### config.mk
export PLATFORM = sky130hd
export DESIGN_NAME = muldiv_unit
export DESIGN_NICKNAME = d
export VERILOG_FILES = /design/src/rtl/muldiv_unit_pkg.sv /design/src/rtl/muldiv_unit_hilo_regs.sv /design/src/rtl/muldiv_unit.sv
export SDC_FILE = /design/constraint.sdc
export NUM_CORES = 1
export LEC_CHECK = 0
export ABC_CLOCK_PERIOD_IN_PS = 3900
export CAP_MARGIN = 5
export CORE_MARGIN = 3
export CORE_UTILIZATION = 45
export CTS_CLUSTER_SIZE = 10
export DETAILED_ROUTE_END_ITERATION = 16
export GPL_ROUTABILITY_DRIVEN = 0
export PLACE_DENSITY = 0.66
export SYNTH_ARGS = -nofsm -noshare
export SYNTH_HDL_FRONTEND = slang
export SYNTH_HIERARCHICAL = 1
export SYNTH_SLANG_ARGS = --single-unit
### constraint.sdc
create_clock -name clk -period 3.9 [get_ports clk]
set_input_delay 0.78 -clock clk [delete_from_list [all_inputs] [get_ports clk]]
set_output_delay 0.78 -clock clk [all_outputs]
set_load 0.01 [all_outputs]
### src/rtl/muldiv_unit_pkg.sv
// muldiv_unit_pkg: shared op/state types and iteration constants for the multiply/divide unit
package muldiv_unit_pkg;
  typedef enum logic {MD_MULTU = 1'b0, MD_DIVU = 1'b1} muldiv_op_t;
  typedef enum logic [1:0] {MD_IDLE, MD_MUL, MD_DIV} md_state_t;
  localparam int MD_ITERATIONS = 32;
  localparam int MD_CNT_W = 6;
  localparam logic [MD_CNT_W-1:0] MD_LAST = MD_CNT_W'(MD_ITERATIONS - 1);
endpackage

### src/rtl/muldiv_unit_hilo_regs.sv
// muldiv_unit_hilo_regs: HI/LO pair (clk, rst_n, we, hi_d/lo_d in; hi, lo, sel_hi-muxed rd out)
module muldiv_unit_hilo_regs #(
  parameter int WIDTH = 32
) (
  input  logic             clk,
  input  logic             rst_n,
  input  logic             we,
  input  logic [WIDTH-1:0] hi_d,
  input  logic [WIDTH-1:0] lo_d,
  input  logic             sel_hi,
  output logic [WIDTH-1:0] hi,
  output logic [WIDTH-1:0] lo,
  output logic [WIDTH-1:0] rd
);
  always_ff @(posedge clk or negedge rst_n)
    if (!rst_n) begin
      hi <= '0;
      lo <= '0;
    end else if (we) begin
      hi <= hi_d;
      lo <= lo_d;
    end
  assign rd = sel_hi ? hi : lo;
endmodule

### src/rtl/muldiv_unit.sv
// muldiv_unit: 32-cycle MULTU/DIVU (clk, rst_n, start/op/a/b, mf_req/mf_sel_hi in; busy, done, stall, hilo_out, hi, lo out)
module muldiv_unit
  import muldiv_unit_pkg::*;
#(
  parameter int WIDTH = 32
) (
  input  logic             clk,
  input  logic             rst_n,
  input  logic             start,
  input  muldiv_op_t       op,
  input  logic [WIDTH-1:0] a,
  input  logic [WIDTH-1:0] b,
  input  logic             mf_req,
  input  logic             mf_sel_hi,
  output logic             busy,
  output logic             done,
  output logic             stall,
  output logic [WIDTH-1:0] hilo_out,
  output logic [WIDTH-1:0] hi,
  output logic [WIDTH-1:0] lo
);
  md_state_t           state;
  logic [MD_CNT_W-1:0] count;
  logic [2*WIDTH-1:0]  acc, acc_next;
  logic [WIDTH-1:0]    opb;
  logic [WIDTH:0]      sum, srem, trial;
  logic                last;
  assign busy = state != MD_IDLE;
  assign stall = busy & (start | mf_req);
  assign last = busy && count == MD_LAST;
  always_comb begin
    sum = {1'b0, acc[2*WIDTH-1:WIDTH]} + (acc[0] ? {1'b0, opb} : '0);
    srem = acc[2*WIDTH-1:WIDTH-1];
    trial = srem - {1'b0, opb};
    acc_next = state == MD_DIV
      ? (trial[WIDTH] ? {srem[WIDTH-1:0], acc[WIDTH-2:0], 1'b0} : {trial[WIDTH-1:0], acc[WIDTH-2:0], 1'b1})
      : {sum, acc[WIDTH-1:1]};
  end
  always_ff @(posedge clk or negedge rst_n)
    if (!rst_n) begin
      state <= MD_IDLE;
      count <= '0;
      acc <= '0;
      opb <= '0;
      done <= 1'b0;
    end else begin
      done <= last;
      if (!busy) begin
        if (start) begin
          state <= op == MD_DIVU ? MD_DIV : MD_MUL;
          count <= '0;
          acc <= {{WIDTH{1'b0}}, op == MD_DIVU ? a : b};
          opb <= op == MD_DIVU ? b : a;
        end
      end else begin
        acc <= acc_next;
        count <= count + 1'b1;
        if (last) state <= MD_IDLE;
      end
    end
  muldiv_unit_hilo_regs #(.WIDTH(WIDTH)) u_hilo (
    .clk   (clk),
    .rst_n (rst_n),
    .we    (last),
    .hi_d  (acc_next[2*WIDTH-1:WIDTH]),
    .lo_d  (acc_next[WIDTH-1:0]),
    .sel_hi(mf_sel_hi),
    .hi    (hi),
    .lo    (lo),
    .rd    (hilo_out)
  );
endmodule

Yosys cells after proc, flatten, opt, wreduce, memory -nomap -nowiden
Cells that the tools add are included.
- register bits: 169
- bits in latches: 0
- memory bits (writable): 0
- bits in read-only memories: 0
- input port bits: 70
- output and inout bits: 99
- word-level logic and storage cells: 35
- memories: 0
- add/sub/neg operators: 3
- $mul: 0
- divide/modulo/power cells: 0
- order comparisons: 0
- eq/ne operators: 3
- shifts and indexed selects: 0
- multiplexer cells: 14
- bitwise logic cells: 3
- reductions and logical operators: 5
- operator list (cell ; count):
    $mux W64 ; 4
    $mux W32 ; 4
    $add A32 B32 Y33 ; 1
    $sub A33 B32 Y33 ; 1
    $mux W6 ; 2
    $mux W2 ; 4
    $add A6 B1 Y6 const B ; 1
    $eq A6 B5 Y1 const B ; 1
    $reduce_and A2 Y1 ; 2
    $reduce_bool A2 Y1 ; 2
    $eq A2 B2 Y1 const B ; 1
    $ne A2 B1 Y1 const B ; 1
    $and A1 B1 Y1 ; 1
    $logic_and A1 B1 Y1 ; 1
    $not A1 Y1 ; 1
    $or A1 B1 Y1 ; 1

Depth between registers and ports, before layout
Gate-level depths: netlist of the first run.
- depth after elaboration: 4
- gate-level depth with buffers: 16
- depth with buffers taken out: 14

Hierarchy
The synthesis of the first run kept the hierarchy.
- by module, submodules not included (module ; instances ; cells each ; area each (sq um) ; seq. area each (sq um)):
    muldiv_unit ; 1 ; 1268 ; 9849.4 ; 2627.5
    muldiv_unit_hilo_regs ; 1 ; 171 ; 3099.2 ; 1601.5

Worst setup path before layout of the first run
No wires, ideal clock.
- path type: reg2reg
- from: register acc[31]
- to: register u_hilo.hi[10]
- library setup time: 0.125 ns
- arrival: 3.153 ns
- data required time: 3.775 ns
- slack: 0.622 ns
- stages on the path, launching flop included: 16
- buffers on the path: 1
- period minus slack after synthesis: 3.278 ns
- cell sequence: dfrtp_1 > inv_1 > ha_1 > inv_1 > fa_1 > a211oi_1 > o21bai_1 > a21oi_1 > o21ai_1 > a211oi_4 > xnor2_4 > buf_6 > mux2_1 > nand2_1 > o21ai_0 > mux2_4
- word-level cells in the longest chain between the ends: 3
- RTL lines (element ; RTL line ; source):
    from (decl) ; muldiv_unit.sv:24 ; logic [2*WIDTH-1:0] acc, acc_next;
    from (signal assigned) ; muldiv_unit.sv:52 ; acc <= {{WIDTH{1'b0}}, op == MD_DIVU ? a : b};
    from (signal assigned) ; muldiv_unit.sv:56 ; acc <= acc_next;
    $sub A33 B32 Y33 ; muldiv_unit.sv:34 ; trial = srem - {1'b0, opb};
    $mux W64 (2 in series) ; muldiv_unit.sv:36 ; ? (trial[WIDTH] ? {srem[WIDTH-1:0], acc[WIDTH-2:0], 1'b0} : {trial[WIDTH-1:0], acc[WIDTH-2:0], 1'b1})
    net acc_next[42] ; muldiv_unit.sv:24 ;
    to (signal assigned) ; muldiv_unit_hilo_regs.sv:20 ; hi <= hi_d;
    to (decl) ; muldiv_unit_hilo_regs.sv:11 ; output logic [WIDTH-1:0] hi,
The timed path passes the listed nets, and every way through them passes these cells.
A chain may end at the register's enable or synchronous reset.

Worst setup path in the final report of the first run
- from: register acc[31]
- to: register u_hilo.hi[19]
The elaborated chain is that of the path after synthesis.

==> results of run 1 <==
[power by group through the flow]
stage | clock network [uW] | logic (uW) | registers [uW]
floorplan | 0 | 6860 | 3080
global placement | 0 | 9400 | 3350
detailed placement | 0 | 9540 | 3350
CTS | 1700 | 9630 | 3330
global route | 1770 | 10700 | 3440
finish | 1680 | 9770 | 3350
[path summary, 6_finish.rpt]
check	start	to	slack [ns]	cells past startpoint
worst max-delay path	acc[31]$_DFFE_PN0P_	u_hilo/hi[19]$_DFFE_PN0P_	0.23	15
worst min-delay path	rst_n	u_hilo/lo[29]$_DFFE_PN0P_	0.34	1
worst max register to register	acc[31]$_DFFE_PN0P_	u_hilo/hi[19]$_DFFE_PN0P_	0.23	15
worst min register to register	count[0]$_DFFE_PN0P_	count[0]$_DFFE_PN0P_	0.53	1
max in group asynchronous	rst_n	count[4]$_DFFE_PN0P_	2.63	2
min in group clk	count[0]$_DFFE_PN0P_	count[0]$_DFFE_PN0P_	0.53	1
[Yosys cell counts, types with 8 or more instances]
master                     count
sky130_fd_sc_hd__a211oi_1     13
sky130_fd_sc_hd__a21o_1       31
sky130_fd_sc_hd__a21oi_1     102
sky130_fd_sc_hd__a31oi_1       8
sky130_fd_sc_hd__and2_1       37
sky130_fd_sc_hd__buf_1         9
sky130_fd_sc_hd__buf_6         8
sky130_fd_sc_hd__clkbuf_1     55
sky130_fd_sc_hd__dfrtp_1     169
sky130_fd_sc_hd__ha_1         65
sky130_fd_sc_hd__inv_1        50
sky130_fd_sc_hd__mux2_2       33
sky130_fd_sc_hd__mux2_4       72
sky130_fd_sc_hd__mux2i_1      79
sky130_fd_sc_hd__nand2_1     223
sky130_fd_sc_hd__nand3_1      33
sky130_fd_sc_hd__nand4_1       9
sky130_fd_sc_hd__nor2_1       80
sky130_fd_sc_hd__nor2b_1       8
sky130_fd_sc_hd__o211ai_1     20
sky130_fd_sc_hd__o21a_1       12
sky130_fd_sc_hd__o21ai_0     133
sky130_fd_sc_hd__o21bai_1      9
sky130_fd_sc_hd__xnor2_1      30
sky130_fd_sc_hd__xor2_1       30
[per-layer routing]
| metal | up-vias | share of wire [%] |
|---|---|---|
| li1 | 5396 | - |
| met1 | 5639 | 47 |
| met2 | 366 | 45 |
| met3 | 65 | 5.5 |
| met4 | 0 | 2.6 |
| met5 | - | 0 |
[area by class of cell]
type / count / area share (%)
flip-flops and latches: 169 / 27.13
clock inverters: 14 / 0.8509
repair buffers: 204 / 13.01
well taps: 378 / 3.034
clock buffers: 18 / 2.753
multi-input cells: 1134 / 51.99
inverters: 51 / 1.228
[sequential cells by signal, indices dropped and copies added (netlist names)]
register and flops:
u_hilo/lo 32, state 2, u_hilo/hi 32, done 1, opb 32, acc 64
count 6
[cells by family (layout without fill, tap and decap cells)]
group,count (synthesis),after routing
simple gates,427,427
compound gates,391,391
mux,188,188
flops,169,169
buf+inv,136,287
fa+ha+maj,67,67
xor+xnor,61,61
[metrics by stage]
stage | instances | util (%) | setup slack, ns
floorplan | 1439 | - | 0.6216
global placement | 1936 | 53.37 | 0.2223
detailed placement | 1936 | 53.37 | 0.1215
CTS | 1968 | 55.37 | 0.1093
global route | 1968 | 55.50 | 0.005857
finish | 1968 | 55.50 | 0.2335
[worst max-delay path: cells and delay by family (launching register included)]
family | cells | cell delay (ns)
xor+xnor | 1 | 0.18
compound gates | 6 | 1.22
fa+ha+maj | 2 | 0.63
flops | 1 | 0.38
buf+inv | 4 | 0.61
mux | 2 | 0.52
[timing repair]
action / in CTS / in global routing
gates resized for setup: 0 / 8
setup buffers: 0 / 0
hold buffers: 0 / 0
endpoints found under the setup margin: 0 / 32
==> flow_metrics.py, run 1 <==
metrics = {
    "finish": {
        "finalInstanceArea_mm2": 0.01559,
        "fillerInstances": 2610,
        "mostFrequentLayoutCells": "sky130_fd_sc_hd__nand2_1 (222), sky130_fd_sc_hd__dfrtp_1 (169), sky130_fd_sc_hd__clkdlybuf4s50_1 (164), sky130_fd_sc_hd__o21ai_0 (133), sky130_fd_sc_hd__a21oi_1 (101)",
        "num_antenna_cells": 0,
        "final_common_cell": "sky130_fd_sc_hd__nand2_1",
        "multi_input_comb_area_mm2": 0.008104,
        "final_layout_size_suffix_gt1_share_pct": 13.02,
        "register_area_mm2": 0.004229,
        "synthToLayoutAreaGrowth_pct": 20.38,
        "nNetsFinal": 1714,
    },
    "clock_tree": {
        "clk_pin_slew_ns": 0.08,
        "clk-insertion-delay-late_ns": 0.44,
        "cts.sinks": 169,
        "cts_buffers": 17,
        "clk_path_buf_depth": 2,
        "cts_tree": "done",
        "h-tree-depth": 4,
        "cts_root_buffer": "sky130_fd_sc_hd__clkbuf_16",
    },
    "floorplan": {
        "io_pins": 169,
        "design.core.area_mm2": 0.02809,
        "start_util_pct": 46.10,
        "die_y_um": 175.6,
        "die_width_um": 175.6,
        "num_rows": 61,
        "die_area_mm2": 0.03085,
    },
    "synthesis": {
        "seq_area_frac_synth_pct": 32.66,
        "synth.ff_latch_count": 169,
        "syn_avg_cell_area_um2": 8.998,
        "synth_nets": 1576,
        "synth.area.top_cells": "sky130_fd_sc_hd__dfrtp_1 (33%), sky130_fd_sc_hd__mux2_4 (8.3%), sky130_fd_sc_hd__nand2_1 (6.5%)",
        "post_synthesis_compound_gate_area_fraction_pct": 19.00,
        "post_synth_mux_area_share_pct": 17.67,
        "number_of_enable_flip_flop_cells_after_synthesis": 0,
        "simple_gate_portion_of_the_synthesized_area_pct": 14.56,
        "post_synth_instance_area_mm2": 0.01295,
        "netlist-cell-type-count": 81,
        "synth.yosys.warnings": 6,
        "share_of_synthesized_cell_area_in_full_adder_half_adder_and_majority_cells_pct": 6.590,
        "synth_top_area_share_pct": 32.66,
        "synth_top_family_by_area": "compound AO/OA/AOI/OAI gates",
        "post-synth-top-area-cell": "sky130_fd_sc_hd__dfrtp_1",
        "synthXorXnorAreaFrac_pct": 4.271,
        "synth_flop_cell": "sky130_fd_sc_hd__dfrtp_1",
        "asyncSetResetFlopFracSynth_pct": 100.0,
        "syn-instance-count": 1439,
    },
    "worst_setup_path": {
        "critical_path.max_fanout": 19,
        "critPathSlowestCell": "sky130_fd_sc_hd__fa_1",
        "cp_slowest_stage_delay_ns": 0.43,
        "worstPathCellList": "inv_1 > ha_1 > inv_1 > fa_1 > a211oi_2 > o21bai_2 > a21oi_2 > o21ai_2 > a211oi_4 > xnor2_4 > buf_12 > buf_4 > mux2i_1 > o21ai_0 > mux2_4",
        "cp_data_required_time_ns": 4.23,
        "critPathLaunchType": "flip-flop",
        "timing.critical_path.arrival_ns": 4.00,
        "critical_path.most_common_cell": "sky130_fd_sc_hd__inv_1",
        "crit_path_end_kind": "flip-flop",
        "path_class": "reg -> reg",
    },
    "global_routing": {
        "grt_remaining_overflow": 0,
        "grt_util_met2_pct": 39.11,
        "grt_util_all_layers_pct": 25.55,
        "globalRouteMet3Util_pct": 4.064,
        "grt.busiest_layer": "met2",
        "grt_max_degree": 72,
        "first_global_vias": 11524,
        "grt.met1_usage_pct": 37.28,
        "grt_pass1_wl_mm": 62.78,
        "grt_antenna_before_repair": 0,
    },
    "pwr": {
        "static-leakage-power_uw": 0.007087,
        "clock_group_share_of_total_power_pct": 11.3,
        "sequentialPowerShare_pct": 22.7,
        "power_report.internal_total_uw": 7799,
        "power_density_mw_per_mm2": 949.6,
        "net-switching-power_uw": 7003,
        "switching_share_pct": 47.31,
        "fin_total_pwr_uw": 14800,
        "power.ir.vdd_worst_uv": 407.7,
        "power.share.combinational_pct": 66.0,
    },
    "timing": {
        "worst_clock_skew_ns": 0.01473,
        "min_period_over_period_pct": 94.01,
        "hold_ws_ns": 0.3432,
        "setup_viol": 0,
        "layout_min_cycle_time_ns": 3.666,
        "slew_headroom_pct": 50.80,
        "timing.fmax_ghz": 0.2727,
        "timing.setup.tns_ns": 0,
        "rsz_0062_raised_after_global_routing": "false",
        "finalMaxSlewViolations": 0,
        "hold_viol_final": 0,
        "worst-slew-pin-transition_ns": 0.7352,
    },
    "routing": {
        "drt-pass1-iter-count": 7,
        "drt_iter0_markers": 821,
        "drc": 0,
        "vias_per_cell": 5.826,
        "avgRoutedWirePerCell_um": 20.01,
        "final_antenna_net_count": 0,
        "totalWireLength_mm": 39.38,
        "via_count_of_the_routed_design": 11466,
    },
    "place": {
        "post-dp-hpwl_mm": 29.12,
        "placedInstanceArea_mm2": 0.01499,
        "port_buffers": 168,
    },
    "job": {
        "maxCapViolations": 0,
    },
    "hold_path": {
        "hold_path.class": "in -> async",
    },
    "status": {
        "outcome": "completed",
    },
}
Power figures use the tool's default switching activity.
==> run 2, diff against run 1 <==
--- a/config.mk
+++ b/config.mk
@@ -8,11 +8,12 @@
 export ABC_CLOCK_PERIOD_IN_PS = 3900
 export CAP_MARGIN = 5
 export CORE_MARGIN = 3
-export CORE_UTILIZATION = 45
+export CORE_UTILIZATION = 40
 export CTS_CLUSTER_SIZE = 10
 export DETAILED_ROUTE_END_ITERATION = 16
 export GPL_ROUTABILITY_DRIVEN = 0
-export PLACE_DENSITY = 0.66
+export PLACE_DENSITY = 0.6
+export SLEW_MARGIN = 10
 export SYNTH_ARGS = -nofsm -noshare
 export SYNTH_HDL_FRONTEND = slang
 export SYNTH_HIERARCHICAL = 1
==> run 2 against run 1 <==
  * Final cell count grew 1.7%
  * Largest cell class unchanged
  * Largest power group unchanged
  * Global-route usage fell by 1.7 points
  * Total power rose by 1.4%
  * Clock power rose by 8%
  * Highest routed layer unchanged
  * Flip-flop and latch count is the same
  * Combinational power hardly changed
  * First-iteration DRC count shrank 14%
  * Via count is 0.52% lower
  * Hold slack worse by 0.035 ns
  * Critical path depth is 1 lower
  * Sequential share of layout area down 0.23 points
==> flow_metrics.py, run 2 (synthesis gave the netlist of run 1 again) <==
metrics = {
    "routing": {
        "totalWireLength_mm": 41.10,
        "drc": 0,
        "drt_iter0_markers": 708,
        "final_antenna_net_count": 0,
        "via_count_of_the_routed_design": 11406,
        "drt-pass1-iter-count": 5,
        "vias_per_cell": 5.700,
        "avgRoutedWirePerCell_um": 20.54,
    },
    "worst_setup_path": {
        "regToRegStartpoint": "opb[0]$_DFFE_PN0P_",
        "reg2reg_setup_slack_ns": 0.17,
        "r2r_end": "u_hilo/hi[29]$_DFFE_PN0P_",
        "r2r_worst_path_depth": 14,
        "path_class": "reg -> reg",
        "crit_path_end_kind": "flip-flop",
        "cp_data_required_time_ns": 4.24,
        "setup.worst_path.end": "u_hilo/hi[29]$_DFFE_PN0P_",
        "crit_path_start": "opb[0]$_DFFE_PN0P_",
        "critical_path.max_fanout": 3,
        "critPathLaunchType": "flip-flop",
        "timing.critical_path.arrival_ns": 4.07,
    },
    "timing": {
        "slew_headroom_pct": 49.55,
        "worst-slew-pin-transition_ns": 0.7568,
        "hold_viol_final": 0,
        "setup_viol": 0,
        "hold_ws_ns": 0.3087,
        "timing.fmax_ghz": 0.2681,
        "finalMaxSlewViolations": 0,
        "rsz_0062_raised_after_global_routing": "false",
        "min_period_over_period_pct": 95.63,
        "timing.setup.tns_ns": 0,
        "worst_clock_skew_ns": 0.01046,
        "layout_min_cycle_time_ns": 3.730,
    },
    "clock_tree": {
        "cts_tree": "done",
        "clk_pin_slew_ns": 0.08,
        "cts_root_buffer": "sky130_fd_sc_hd__clkbuf_16",
        "cts_buffers": 17,
        "cts_hold_buffers": 0,
        "h-tree-depth": 4,
        "clk_path_buf_depth": 2,
        "clk-insertion-delay-late_ns": 0.45,
        "cts.sinks": 169,
    },
    "finish": {
        "number_of_flip_flops_under_the_largest_register_name": 64,
        "fillerInstances": 3016,
        "layout.core_utilization_pct": 49.57,
        "top_register": "acc",
        "register_area_mm2": 0.004229,
        "num_antenna_cells": 0,
        "finalInstanceArea_mm2": 0.01572,
        "multi_input_comb_area_mm2": 0.008080,
        "layout.cells.non_filler": 2001,
        "mostFrequentLayoutCells": "sky130_fd_sc_hd__nand2_1 (222), sky130_fd_sc_hd__dfrtp_1 (169), sky130_fd_sc_hd__clkdlybuf4s50_1 (164), sky130_fd_sc_hd__o21ai_0 (133), sky130_fd_sc_hd__a21oi_1 (101)",
        "synthToLayoutAreaGrowth_pct": 21.42,
        "nNetsFinal": 1723,
        "final_common_cell": "sky130_fd_sc_hd__nand2_1",
        "final_layout_size_suffix_gt1_share_pct": 13.26,
    },
    "global_routing": {
        "grt.busiest_layer": "met1",
        "grt_remaining_overflow": 0,
        "grt.met1_usage_pct": 35.77,
        "grt_pass1_wl_mm": 64.19,
        "globalRouteMet3Util_pct": 5.452,
        "grt_antenna_before_repair": 3,
        "first_global_vias": 11310,
        "grt_util_met2_pct": 35.45,
        "grt_max_degree": 67,
        "grt_util_all_layers_pct": 23.88,
    },
    "floorplan": {
        "die_y_um": 185.9,
        "num_rows": 65,
        "die_area_mm2": 0.03457,
        "die_width_um": 185.9,
        "io_pins": 169,
        "start_util_pct": 40.82,
        "design.core.area_mm2": 0.03172,
    },
    "job": {
        "maxCapViolations": 0,
    },
    "pwr": {
        "static-leakage-power_uw": 0.007160,
        "power.ir.vdd_worst_uv": 410.4,
        "power_density_mw_per_mm2": 954.2,
    },
    "place": {
        "post-dp-hpwl_mm": 31.04,
        "placedInstanceArea_mm2": 0.01506,
        "dp.cells": 1967,
        "port_buffers": 168,
    },
    "hold_path": {
        "hold_path.class": "in -> async",
    },
    "status": {
        "outcome": "completed",
    },
}
==> run 2: how the worst min path moves through the flow <==
stage                                     from  slack, ns                   end  cells after the start
after CTS                                rst_n       0.33   acc[58]$_DFFE_PN0P_                      1
after detailed placement  count[1]$_DFFE_PN0P_       0.52  count[1]$_DFFE_PN0P_                      2
after global placement    count[1]$_DFFE_PN0P_       0.51  count[1]$_DFFE_PN0P_                      2
final                                    rst_n       0.31   acc[58]$_DFFE_PN0P_                      1
after floorplan                          rst_n       0.48    acc[0]$_DFFE_PN0P_                      0
after global routing                     rst_n       0.34   acc[58]$_DFFE_PN0P_                      1
==> run 2: stage by stage <==
| step | total power [uW] | setup slack (ns) |
|---|---|---|
| detailed placement | 12880 | 0.1756 |
| global placement | 12800 | 0.2463 |
| CTS | 14780 | 0.1542 |
| floorplan | 9938 | 0.6216 |
| global route | 16190 | 0.02550 |
| finish | 15000 | 0.1703 |
==> run 2: cell type report <==
| cell class | instances | area share, % |
|---|---|---|
| clock buffer | 18 | 2.793 |
| clock inverter | 14 | 1.138 |
| inverter | 51 | 1.218 |
| multi-input combinational | 1134 | 51.39 |
| sequential | 169 | 26.90 |
| tap | 402 | 3.199 |
| timing repair buffer | 213 | 13.36 |
==> run 2: worst max-delay path, cell delays in order, from the launching register on <==
cell and delay [ns]:
sky130_fd_sc_hd__dfrtp_1 0.41, sky130_fd_sc_hd__and2_1 0.17, sky130_fd_sc_hd__ha_1 0.21, sky130_fd_sc_hd__fa_1 0.44, sky130_fd_sc_hd__a21oi_1 0.20, sky130_fd_sc_hd__o22ai_1 0.13, sky130_fd_sc_hd__o21ai_0 0.18, sky130_fd_sc_hd__o31ai_1 0.15
sky130_fd_sc_hd__a221oi_1 0.68, sky130_fd_sc_hd__o31ai_1 0.16, sky130_fd_sc_hd__buf_4 0.19, sky130_fd_sc_hd__a21oi_1 0.17, sky130_fd_sc_hd__xor2_1 0.20, sky130_fd_sc_hd__a21oi_1 0.09, sky130_fd_sc_hd__mux2_4 0.26
==> run 2: what timing repair did <==
item / 4_1_cts / 5_1_grt
gates resized for setup: 0 / 4
setup endpoints to repair: 0 / 6
setup buffers: 0 / 1
==> run 2: per-layer routing <==
layer	routed length [um]	vias to the layer above
met1	20180	5573
met3	2748	33
li1	-	5442
met4	470	0
met5	0	-
met2	17700	358
==> run 2: report_power, final <==
part	switching [uW]	internal (uW)
logic	5320	4450
clock network	827	992
registers	914	2490
==> run 3, diff against run 2 <==
--- a/config.mk
+++ b/config.mk
@@ -13,7 +13,6 @@
 export DETAILED_ROUTE_END_ITERATION = 16
 export GPL_ROUTABILITY_DRIVEN = 0
 export PLACE_DENSITY = 0.6
-export SLEW_MARGIN = 10
 export SYNTH_ARGS = -nofsm -noshare
 export SYNTH_HDL_FRONTEND = slang
 export SYNTH_HIERARCHICAL = 1
==> results of run 3 <==
Same layout as run 2: the final DEF is identical, and so are final timing and power.
